===== config.mk =====
export PLATFORM = sky130hd
export DESIGN_NAME = cmp_share_arb
export DESIGN_NICKNAME = d
export VERILOG_FILES = /design/src/rtl/cmp_pkg.sv /design/src/rtl/cmp_core.sv /design/src/rtl/cmp_share_arb.sv
export SDC_FILE = /design/constraint.sdc
export NUM_CORES = 1
export LEC_CHECK = 0
export CELL_PAD_IN_SITES_DETAIL_PLACEMENT = 1
export CELL_PAD_IN_SITES_GLOBAL_PLACEMENT = 1
export CORE_MARGIN = 2
export CORE_UTILIZATION = 27
export DETAILED_ROUTE_END_ITERATION = 6
export MAX_ROUTING_LAYER = met4
export PLACE_DENSITY_LB_ADDON = 0.12
export SETUP_SLACK_MARGIN = 0.05
export SLEW_MARGIN = 20
export SYNTH_ARGS = -nofsm -noshare
export SYNTH_HDL_FRONTEND = slang
export SYNTH_SLANG_ARGS = --single-unit

===== constraint.sdc =====
create_clock -name clk -period 2.7 [get_ports clk]
set_input_delay 0.81 -clock clk [delete_from_list [all_inputs] [get_ports clk]]
set_output_delay 0.81 -clock clk [all_outputs]
set_load 0.03 [all_outputs]

===== src/rtl/cmp_pkg.sv =====
// ---------------------------------------------------------------------------
// cmp_pkg
// Shared types and constants for the shared-comparator arbiter.
//   cmp_state_e : controller states (IDLE -> CMP -> RESP)
//   cmp_flags_t : one-hot magnitude result {lt, et, gt}
//   DEFAULT_WIDTH : default operand width
//   wrap_idx()  : modular index helper used by the round-robin search
// ---------------------------------------------------------------------------
package cmp_pkg;

    localparam int DEFAULT_WIDTH = 32;

    typedef enum logic [1:0] {
        IDLE = 2'd0,
        CMP  = 2'd1,
        RESP = 2'd2
    } cmp_state_e;

    typedef struct packed {
        logic lt;
        logic et;
        logic gt;
    } cmp_flags_t;

    // Both base and off are below n, so one conditional subtract is enough
    // and no divider is needed for non-power-of-two requester counts.
    function automatic int wrap_idx(input int base, input int off, input int n);
        int sum;
        sum = base + off;
        if (sum >= n) begin
            sum = sum - n;
        end
        return sum;
    endfunction

endpackage


===== src/rtl/cmp_core.sv =====
// ---------------------------------------------------------------------------
// cmp_core
// Purely combinational unsigned magnitude comparator. This is the single
// comparator that all requesters of cmp_share_arb share.
// Ports:
//   a, b  : WIDTH-bit unsigned operands
//   flags : {lt, et, gt}, exactly one bit set
// ---------------------------------------------------------------------------
module cmp_core
    import cmp_pkg::*;
#(
    parameter int WIDTH = DEFAULT_WIDTH
) (
    input  logic [WIDTH-1:0] a,
    input  logic [WIDTH-1:0] b,
    output cmp_flags_t       flags
);

    logic is_lt;
    logic is_et;

    // gt is derived from the other two so the three flags are mutually
    // exclusive by construction and only one magnitude compare exists.
    always_comb begin
        is_lt    = (a < b);
        is_et    = (a == b);
        flags.lt = is_lt;
        flags.et = is_et;
        flags.gt = ~(is_lt | is_et);
    end

endmodule


===== src/rtl/cmp_share_arb.sv =====
// ---------------------------------------------------------------------------
// cmp_share_arb
// Shares one WIDTH-bit unsigned comparator between NUM_REQ requesters.
// A round-robin search grants one requester in IDLE, its operands are
// latched, compared in CMP, and the registered result is held in RESP
// until the owning requester accepts it.
// Ports:
//   clk, rst_n          : clock, asynchronous active-low reset
//   req_valid/req_ready : per-requester operand handshake (ready one-hot)
//   req_a, req_b        : packed operands, requester i at [i*WIDTH +: WIDTH]
//   rsp_valid/rsp_ready : per-requester result handshake (valid one-hot)
//   rsp_lt/et/gt        : shared result flags, qualified by rsp_valid
//   busy                : high whenever the controller is not in IDLE
// ---------------------------------------------------------------------------
module cmp_share_arb
    import cmp_pkg::*;
#(
    parameter int NUM_REQ = 4,
    parameter int WIDTH   = DEFAULT_WIDTH
) (
    input  logic                     clk,
    input  logic                     rst_n,
    input  logic [NUM_REQ-1:0]       req_valid,
    output logic [NUM_REQ-1:0]       req_ready,
    input  logic [NUM_REQ*WIDTH-1:0] req_a,
    input  logic [NUM_REQ*WIDTH-1:0] req_b,
    output logic [NUM_REQ-1:0]       rsp_valid,
    input  logic [NUM_REQ-1:0]       rsp_ready,
    output logic                     rsp_lt,
    output logic                     rsp_et,
    output logic                     rsp_gt,
    output logic                     busy
);

    localparam int PTR_W = (NUM_REQ > 1) ? $clog2(NUM_REQ) : 1;
    localparam logic [PTR_W-1:0] LAST_IDX = PTR_W'(NUM_REQ - 1);

    cmp_state_e       state_q;
    cmp_state_e       state_d;
    logic [PTR_W-1:0] rr_ptr;
    logic [PTR_W-1:0] gnt_q;
    logic [PTR_W-1:0] gnt_idx;
    logic [PTR_W-1:0] cand;
    logic             gnt_found;
    logic             accept;
    logic [WIDTH-1:0] a_q;
    logic [WIDTH-1:0] b_q;
    cmp_flags_t       core_flags;
    cmp_flags_t       flags_q;

    // Round-robin search: first valid requester at or above rr_ptr, with
    // wrap. Priority rotates only through rr_ptr, never by fixed index.
    always_comb begin
        gnt_found = 1'b0;
        gnt_idx   = '0;
        cand      = '0;
        for (int k = 0; k < NUM_REQ; k++) begin
            cand = PTR_W'(wrap_idx(int'(rr_ptr), k, NUM_REQ));
            if (!gnt_found && req_valid[cand]) begin
                gnt_found = 1'b1;
                gnt_idx   = cand;
            end
        end
    end

    // Accept is also gated by rst_n so req_ready drops the moment reset
    // asserts, even if requesters still hold req_valid.
    assign accept = rst_n && (state_q == IDLE) && gnt_found;

    // Controller next-state and handshake outputs. Requesters other than
    // the owner are ignored in CMP and RESP.
    always_comb begin
        state_d   = state_q;
        req_ready = '0;
        rsp_valid = '0;
        busy      = (state_q != IDLE);
        unique case (state_q)
            IDLE: begin
                if (accept) begin
                    req_ready[gnt_idx] = 1'b1;
                    state_d            = CMP;
                end
            end
            CMP: begin
                state_d = RESP;
            end
            RESP: begin
                rsp_valid[gnt_q] = 1'b1;
                if (rsp_ready[gnt_q]) begin
                    state_d = IDLE;
                end
            end
            default: begin
                state_d = IDLE;
            end
        endcase
    end

    // State register.
    always_ff @(posedge clk or negedge rst_n) begin
        if (!rst_n) begin
            state_q <= IDLE;
        end else begin
            state_q <= state_d;
        end
    end

    // Grant bookkeeping and operand capture. Operands are copied on the
    // accept edge so later changes on req_a/req_b cannot affect the result.
    always_ff @(posedge clk or negedge rst_n) begin
        if (!rst_n) begin
            rr_ptr <= '0;
            gnt_q  <= '0;
            a_q    <= '0;
            b_q    <= '0;
        end else if (accept) begin
            gnt_q  <= gnt_idx;
            a_q    <= req_a[gnt_idx*WIDTH +: WIDTH];
            b_q    <= req_b[gnt_idx*WIDTH +: WIDTH];
            rr_ptr <= (gnt_idx == LAST_IDX) ? '0 : gnt_idx + 1'b1;
        end
    end

    cmp_core #(
        .WIDTH (WIDTH)
    ) u_core (
        .a     (a_q),
        .b     (b_q),
        .flags (core_flags)
    );

    // Result flags are captured once at the end of CMP and stay frozen
    // through RESP, however long the owner applies backpressure.
    always_ff @(posedge clk or negedge rst_n) begin
        if (!rst_n) begin
            flags_q <= '0;
        end else if (state_q == CMP) begin
            flags_q <= core_flags;
        end
    end

    assign rsp_lt = flags_q.lt;
    assign rsp_et = flags_q.et;
    assign rsp_gt = flags_q.gt;

endmodule


==> summary.md, run 1 <==
| Metric | Value |
|---|---|
| DRC errors left | `0` |
| FMAX | `364 MHz` |
| Top FF cell, synth | `dfrtp_1` |
| Unrepaired setup endpoints after global routing | `yes` |
| Crit end category | `output pin` |
| Crit path time final | `2.75 ns` |
| CP cell instances | `buf_8 > nor2b_4 > a21oi_4 > o211ai_4 > clkinv_4 > buf_4 > ha_4 > and2_4 > buf_6` |
| Leak Pwr | `4.17 nW` |
| Layout cells sized above 1 | `12.8%` |
| 1st-iter DRT viols | `97` |
| CTS tree | `built` |
| Ant diodes | `0` |
| Synth top area cells | `dfrtp_1 (33%), mux2i_1 (23%), o221ai_2 (8.4%)` |
| Die H | `147 µm` |
| Die width | `147 µm` |
| Vias in the first global route | `5980` |
| Die ar. | `21700 µm²` |
| Power per Cell Area | `824 nW/µm²` |
| Syn nets | `833` |
| Ports | `278` |
| Average size of a mapped cell | `10.4 µm²` |
| CTS max path bufs | `2` |
| Failing checks | `setup timing` |
| R2R Path End | `b_q[7]` |
| Bufs and invs on worst path | `4` |
| Initial Utilization | `27.5%` |
| Worst setup path category | `primary input to output pin` |
| Family with the most delay on the worst path | `buffers and inverters` |
| Placed cell count | `1059` |
| Share of the yosys chip area belonging to registers | `32.9%` |
| Port bufs | `277` |
| Most frequent cells in the layout | `clkdlybuf4s50_1 (265), mux2i_1 (128), nand2_1 (84)` |
| Final Wtd Congestion | `0.764` |
| Post-synthesis cell count | `531` |
| Hold Startpoint | `rsp_et` |
| Post-detail-place hpwl | `15.1 mm` |
| Final worst slack | `-0.0506 ns` |
| Average wire per cell in the routed design | `18.4 µm` |
| Total number of vias | `5240` |
| Final Max Slew Viols | `0` |
| Setup TNS | `-0.178 ns` |
| Row count | `52` |
| Core area | `20200 µm²` |
| Crit path max fanout | `4` |
| Nets@finish | `1112` |
| Largest net degree at the start of global routing | `130` |
| Fin Clk Skew | `0.00720 ns` |
| Post-DRT Antenna Nets | `0` |
| Final Cell Area | `9120 µm²` |
| Worst-path clk slew | `0.06 ns` |
| Layout Cells excl Fill | `1085` |
| Hold path depth | `2` |
| First-pass GRT wire length | `31.2 mm` |
| Min-Delay Path Class | `register to register` |
| Synth area leader | `dfrtp_1` |
| Remaining Overflow, GRT | `0` |
| Count of different cell masters after synthesis | `41` |
| Antenna violations before repair | `0` |
| Maxcap violations | `0` |
| Final wirelength | `19.9 mm` |
| Hold-critical path endpoint | `rsp_et` |
| Flop2flop setup slack | `0.43 ns` |
| Drt pass-1 iters | `4` |
| Crit Reg-Reg Startpoint | `rr_ptr[0]` |
| P&R area growth vs syn | `64.5%` |
| Slowest CP cell | `o211ai_4` |
| Synthesized area | `5550 µm²` |
| Root Driver | `clkbuf_16` |
| Rel. slew slack | `34.1%` |
| Synth top area share | `32.9%` |
| Post-Place Cell Area | `8630 µm²` |
| Vias/cell | `4.83` |
| Final Hold Violating Endpoints | `0` |
| R2R cell count | `8` |
| Fillers | `2260` |
| # setup viols final | `4` |
| VDD IR-drop max | `541 µV` |
| Gr usage total | `18.6%` |
| Register bit total from synthesis | `73` |
| FFs w/ async S/R, synth | `100%` |
| Total CTS buffers | `9` |
| Outcome | `finished with violations` |
| Yosys warns | `0` |
| Post-synth EDFFs | `0` |
| Worst setup SP type | `primary input` |
| Worst-margin pin slew | `0.989 ns` |
| Most common cell after layout, fill and taps aside | `clkdlybuf4s50_1` |
| Worst endpoint required time | `1.89 ns` |
| Critical path's largest stage delay | `0.21 ns` |
| Period Utilization, post-route | `102%` |
| H-Tree Depth | `3` |
| Clk_lat worst skew | `0.34 ns` |
| Clock tree sinks | `73` |
| CP arrival | `1.94 ns` |
tightest hold or removal path: cells and delay by family, from the launching register on:
family / cells / cell delay [ns]
DFF: 1 / 0.35
and+or+nand+nor: 2 / 0.10
area by class of cell:
cell class	count	area, µm²	area share [%]
clock buffer	10	239	2.62
clock inverter	6	57.6	0.631
inverter	39	151	1.66
multi-input combinational	385	3420	37.5
sequential	73	1830	20.0
tap	270	338	3.70
timing repair buffer	302	3090	33.9
power breakdown:
part | switching, mW | internal (mW)
clock network | 0.469 | 0.734
registers | 0.359 | 1.61
logic | 2.22 | 2.13
through the flow:
stage / setup WS (ns) / hold WS [ns] / total power [mW] / utilization [%]
after floorplan: 0.0129 / 0.456 / 4.91 / -
after global placement: -0.868 / 0.455 / 6.06 / 42.8
after detailed placement: -0.964 / 0.472 / 6.21 / 42.8
after CTS: -0.0774 / 0.486 / 7.58 / 44.9
after global routing: -0.0985 / 0.517 / 8.22 / 45.2
final: -0.0506 / 0.488 / 7.52 / 45.2
layer usage:
layer  routed length, µm  global-route usage [%]  vias up
met5                   0                       -        -
met4                 282                    4.90        0
met3                 967                    3.32       16
met2               10600                    34.0      151
met1                8040                    21.0     2533
li1                    -                       -     2540
state kept, by name, summed over array words and instances (netlist names):
signal and count:
a_q 32, b_q 32, gnt_q 2, rr_ptr 2
state_q 2, rsp_et 1, rsp_gt 1, rsp_lt 1
logic make-up after synthesis:
kind of cell / after synthesis / synth area share, %
multiplexers: 129 / 23.5
AND/OR/NAND/NOR: 118 / 9.47
AO/OA/AOI/OAI: 102 / 18.4
buffers and inverters: 73 / 7.60
flip-flops: 73 / 32.9
adder cells (fa/ha/maj): 36 / 8.12
cells in the mapped netlist, types with 3 or more instances:
cell type  instances
mux2i_1          128
nand2_1           84
dfrtp_1           73
ha_1              36
inv_1             36
o221ai_1          34
o221ai_2          31
buf_6             15
a21oi_1           12
buf_2              7
clkbuf_1           7
nand4_1            7
o21ai_0            7
a211oi_1           5
nand2b_1           5
and2_1             4
buf_4              4
inv_2              3
nor2_1             3
nor2b_1            3
nor3_1             3
what timing repair did:
item                                    4_1_cts  5_1_grt
gates resized for setup                      50        5
hold buffers                                  0        0
endpoints found under the setup margin       71       54
pin swaps                                    11        9
setup buffers                                 7        2
gates cloned                                  0        1
worst max path at each step:
stage	start	slack, ns	cells past startpoint	to
floorplan	req_valid[0]	0.01	8	req_ready[3]
global placement	req_valid[0]	-0.87	8	req_ready[1]
detailed placement	req_valid[0]	-0.96	8	req_ready[1]
CTS	req_valid[3]	-0.08	7	req_ready[2]
global route	req_valid[0]	-0.1	9	req_ready[1]
finish	req_valid[0]	-0.05	9	req_ready[1]
Note: power is estimated with default switching activity, not from simulation.
==> inputs of run 2 (changes only) <==
--- a/config.mk
+++ b/config.mk
@@ -5,11 +5,13 @@
 export SDC_FILE = /design/constraint.sdc
 export NUM_CORES = 1
 export LEC_CHECK = 0
+export CAP_MARGIN = 15
 export CELL_PAD_IN_SITES_DETAIL_PLACEMENT = 1
 export CELL_PAD_IN_SITES_GLOBAL_PLACEMENT = 1
 export CORE_MARGIN = 2
 export CORE_UTILIZATION = 27
 export DETAILED_ROUTE_END_ITERATION = 6
+export GPL_TIMING_DRIVEN = 0
 export MAX_ROUTING_LAYER = met4
 export PLACE_DENSITY_LB_ADDON = 0.12
 export SETUP_SLACK_MARGIN = 0.05
==> run 2 against run 1 <==
Net effect: the run still ends with setup timing left; combinational power grew 5.1%; hold slack lost 0.13 ns; count of clock-buffer cells in the layout stayed put; clock power up 11%; critical path type unchanged.
==> summary.md, run 2 (synthesis results as in run 1) <==
| Metric | Value |
|---|---|
| Critical path's largest stage delay | `0.22 ns (was 0.21 ns)` |
| Maxcap violations | `0 (unchanged)` |
| Rel. slew slack | `62.6% (was 34.1%)` |
| Layout cells sized above 1 | `14.4% (was 12.8%)` |
| Flop2flop setup slack | `0.28 ns (was 0.43 ns)` |
| Failing checks | `setup timing (unchanged)` |
| Root Driver | `clkbuf_16 (unchanged)` |
| Vias/cell | `4.87 (was 4.83)` |
| Largest net degree at the start of global routing | `41 (was 130)` |
| Min-Delay Path Class | `primary input to asynchronous set/reset pin (was register to register)` |
| Worst-margin pin slew | `0.561 ns (was 0.989 ns)` |
| Hold Buf Count CTS | `0 (unchanged)` |
| Ports | `278 (unchanged)` |
| Final Hold Violating Endpoints | `0 (unchanged)` |
| Worst setup path category | `primary input to output pin (unchanged)` |
| Outcome | `finished with violations (unchanged)` |
| Crit Reg-Reg Startpoint | `rr_ptr[0] (unchanged)` |
| Die width | `147 µm (unchanged)` |
| Antenna violations before repair | `1 (was 0)` |
| CTS max path bufs | `2 (unchanged)` |
| Worst endpoint required time | `1.89 ns (about the same)` |
| Bufs and invs on worst path | `4 (unchanged)` |
| Met1 Routed Length | `9.37 mm (was 8.04 mm)` |
| Gr usage total | `21.4% (was 18.6%)` |
| 1st-iter DRT viols | `142 (was 97)` |
| Sw frac | `41.5% (was 40.5%)` |
| Reg power frac | `25.0% (was 26.2%)` |
| Placed cell count | `1079 (was 1059)` |
| Worst setup SP type | `primary input (unchanged)` |
| Most common cell after layout, fill and taps aside | `clkdlybuf4s50_1 (unchanged)` |
| First-pass GRT wire length | `34.4 mm (was 31.2 mm)` |
| CP arrival | `1.98 ns (was 1.94 ns)` |
| R2R cell count | `9 (was 8)` |
| Period Utilization, post-route | `103% (was 102%)` |
| Final wirelength | `22.4 mm (was 19.9 mm)` |
| Slowest CP cell | `o211ai_4 (unchanged)` |
| Vias in the first global route | `6209 (was 5980)` |
| VDD IR-drop max | `323 µV (was 541 µV)` |
| Remaining Overflow, GRT | `0 (unchanged)` |
| Clk_lat worst skew | `0.35 ns (was 0.34 ns)` |
| Unrepaired setup endpoints after global routing | `yes (unchanged)` |
| Crit path time final | `2.79 ns (was 2.75 ns)` |
| Row count | `52 (unchanged)` |
| Power share of the combinational group | `58.1% (was 57.8%)` |
| Initial Utilization | `27.5% (unchanged)` |
| Clock tree sinks | `73 (unchanged)` |
| P&R area growth vs syn | `66.4% (was 64.5%)` |
| Power per Cell Area | `852 nW/µm² (was 824 nW/µm²)` |
| Internal power | `4.60 mW (was 4.47 mW)` |
| Post-Place Cell Area | `8750 µm² (was 8630 µm²)` |
| Nets@finish | `1134 (was 1112)` |
| R2R Path End | `b_q[16] (was b_q[7])` |
| Crit end category | `output pin (unchanged)` |
| P_sw | `3.26 mW (was 3.05 mW)` |
| Final core utilization | `45.8% (was 45.2%)` |
| Final Wtd Congestion | `0.806 (was 0.764)` |
| Post-detail-place hpwl | `18.1 mm (was 15.1 mm)` |
| Average wire per cell in the routed design | `20.3 µm (was 18.4 µm)` |
| Total number of vias | `5392 (was 5240)` |
| Final Max Slew Viols | `0 (unchanged)` |
| Top Metal Used | `met4 (unchanged)` |
| Place WS | `-1.54 ns (was -0.964 ns)` |
| Biggest regs | `a_q (32), b_q (32) (unchanged)` |
| Worst-path clk slew | `0.06 ns (about the same)` |
| CP cell instances | `buf_8 > nor2b_4 > a21oi_4 > o211ai_4 > buf_12 > inv_8 > ha_4 > and2_4 > buf_6 (was buf_8 > nor2b_4 > a21oi_4 > o211ai_4 > clkinv_4 > buf_4 > ha_4 > and2_4 > buf_6)` |
| # setup viols final | `4 (unchanged)` |
| Final worst slack | `-0.0878 ns (was -0.0506 ns)` |
| Die ar. | `21700 µm² (unchanged)` |
| Met3 Wirelength | `968 µm (was 967 µm)` |
| Core area | `20200 µm² (unchanged)` |
| Clock power frac | `16.9% (was 16.0%)` |
| Leak Pwr | `4.20 nW (was 4.17 nW)` |
| Die H | `147 µm (unchanged)` |
| Port bufs | `277 (unchanged)` |
| Drt pass-1 iters | `4 (unchanged)` |
| Most frequent cells in the layout | `clkdlybuf4s50_1 (265), mux2i_1 (127), nand2_1 (84) (was clkdlybuf4s50_1 (265), mux2i_1 (128), nand2_1 (84))` |
| Fin Clk Skew | `0.00664 ns (was 0.00720 ns)` |
| Crit path max fanout | `5 (was 4)` |
| DRC errors left | `0 (unchanged)` |
| Total CTS buffers | `9 (unchanged)` |
| Layout Cells excl Fill | `1107 (was 1085)` |
| CTS tree | `built (unchanged)` |
| Final Cell Area | `9230 µm² (was 9120 µm²)` |
| FMAX | `359 MHz (was 364 MHz)` |
| H-Tree Depth | `3 (unchanged)` |
| Post-DRT Antenna Nets | `0 (unchanged)` |
| WL met2 | `11.7 mm (was 10.6 mm)` |
| Family with the most delay on the worst path | `buffers and inverters (unchanged)` |
run 2: changes by cell type in the layout (fill, tap and decap cells not counted), sizes merged:
cell,change
clkbuf,+6
inv,+1
diode,+1
dlymetal6s2s,-1
dlygate4sd2,+1
bufinv,+1
buf,+16
clkinv,-4
clkinvlp,+1
run 2: timing repair:
item | CTS | global route
pin swaps | 9 | 2
endpoints found under the setup margin | 72 | 5
gates resized for setup | 70 | 1
buffers inserted | 12 | 1
run 2: worst max-delay path by stage:
stage                       from            to  depth (start not counted)
floorplan           req_valid[0]  req_ready[3]                          8
finish              req_valid[0]  req_ready[3]                          9
global placement           rst_n  req_ready[3]                          5
global route        req_valid[0]  req_ready[3]                          9
detailed placement  req_valid[0]  req_ready[0]                          9
CTS                 req_valid[2]  req_ready[3]                          9
run 2: layer usage:
layer  global-route usage [%]  up-vias
li1                         -     2583
met1                     24.6     2630
met2                     38.2      156
met3                     3.60       23
met4                     6.54        0
met5                        -        -
run 2: worst register-to-register path, stage by stage, from the launching register on:
cell      delay (ns)
dfrtp_1         0.47
nor2b_4         0.19
a21oi_4         0.06
o211ai_4        0.22
buf_12          0.18
buf_4           0.21
buf_4           0.27
buf_6           0.23
mux2i_2         0.28
o221ai_1        0.17
run 2: cell type report:
class,count,area [µm²]
Multi-Input combinational cell,385,3400
Clock inverter,5,80.1
Timing Repair Buffer,291,2910
Tap cell,270,338
Antenna cell,1,2.50
Sequential cell,73,1830
Buffer,33,273
Inverter,39,156
Fill cell,2246,10900
Clock buffer,10,239
run 2: metrics by stage:
stage | power (mW) | hold slack (ns) | setup TNS (ns)
2_1_floorplan | 4.91 | 0.456 | 0
3_3_place_gp | 6.34 | 0.452 | -385.05
3_5_place_dp | 6.47 | 0.465 | -35.95
4_1_cts | 7.96 | 0.382 | -0.322
5_1_grt | 8.48 | 0.391 | -0.414
6_report | 7.87 | 0.358 | -0.279
run 2: power groups by stage:
| stage | clock (mW) | combinational [mW] | sequential [mW] |
|---|---|---|---|
| after floorplan | 0 | 3.02 | 1.88 |
| after global placement | 0 | 4.38 | 1.96 |
| after detailed placement | 0 | 4.50 | 1.97 |
| after CTS | 1.35 | 4.64 | 1.97 |
| after global routing | 1.40 | 5.04 | 2.04 |
| final | 1.33 | 4.57 | 1.97 |
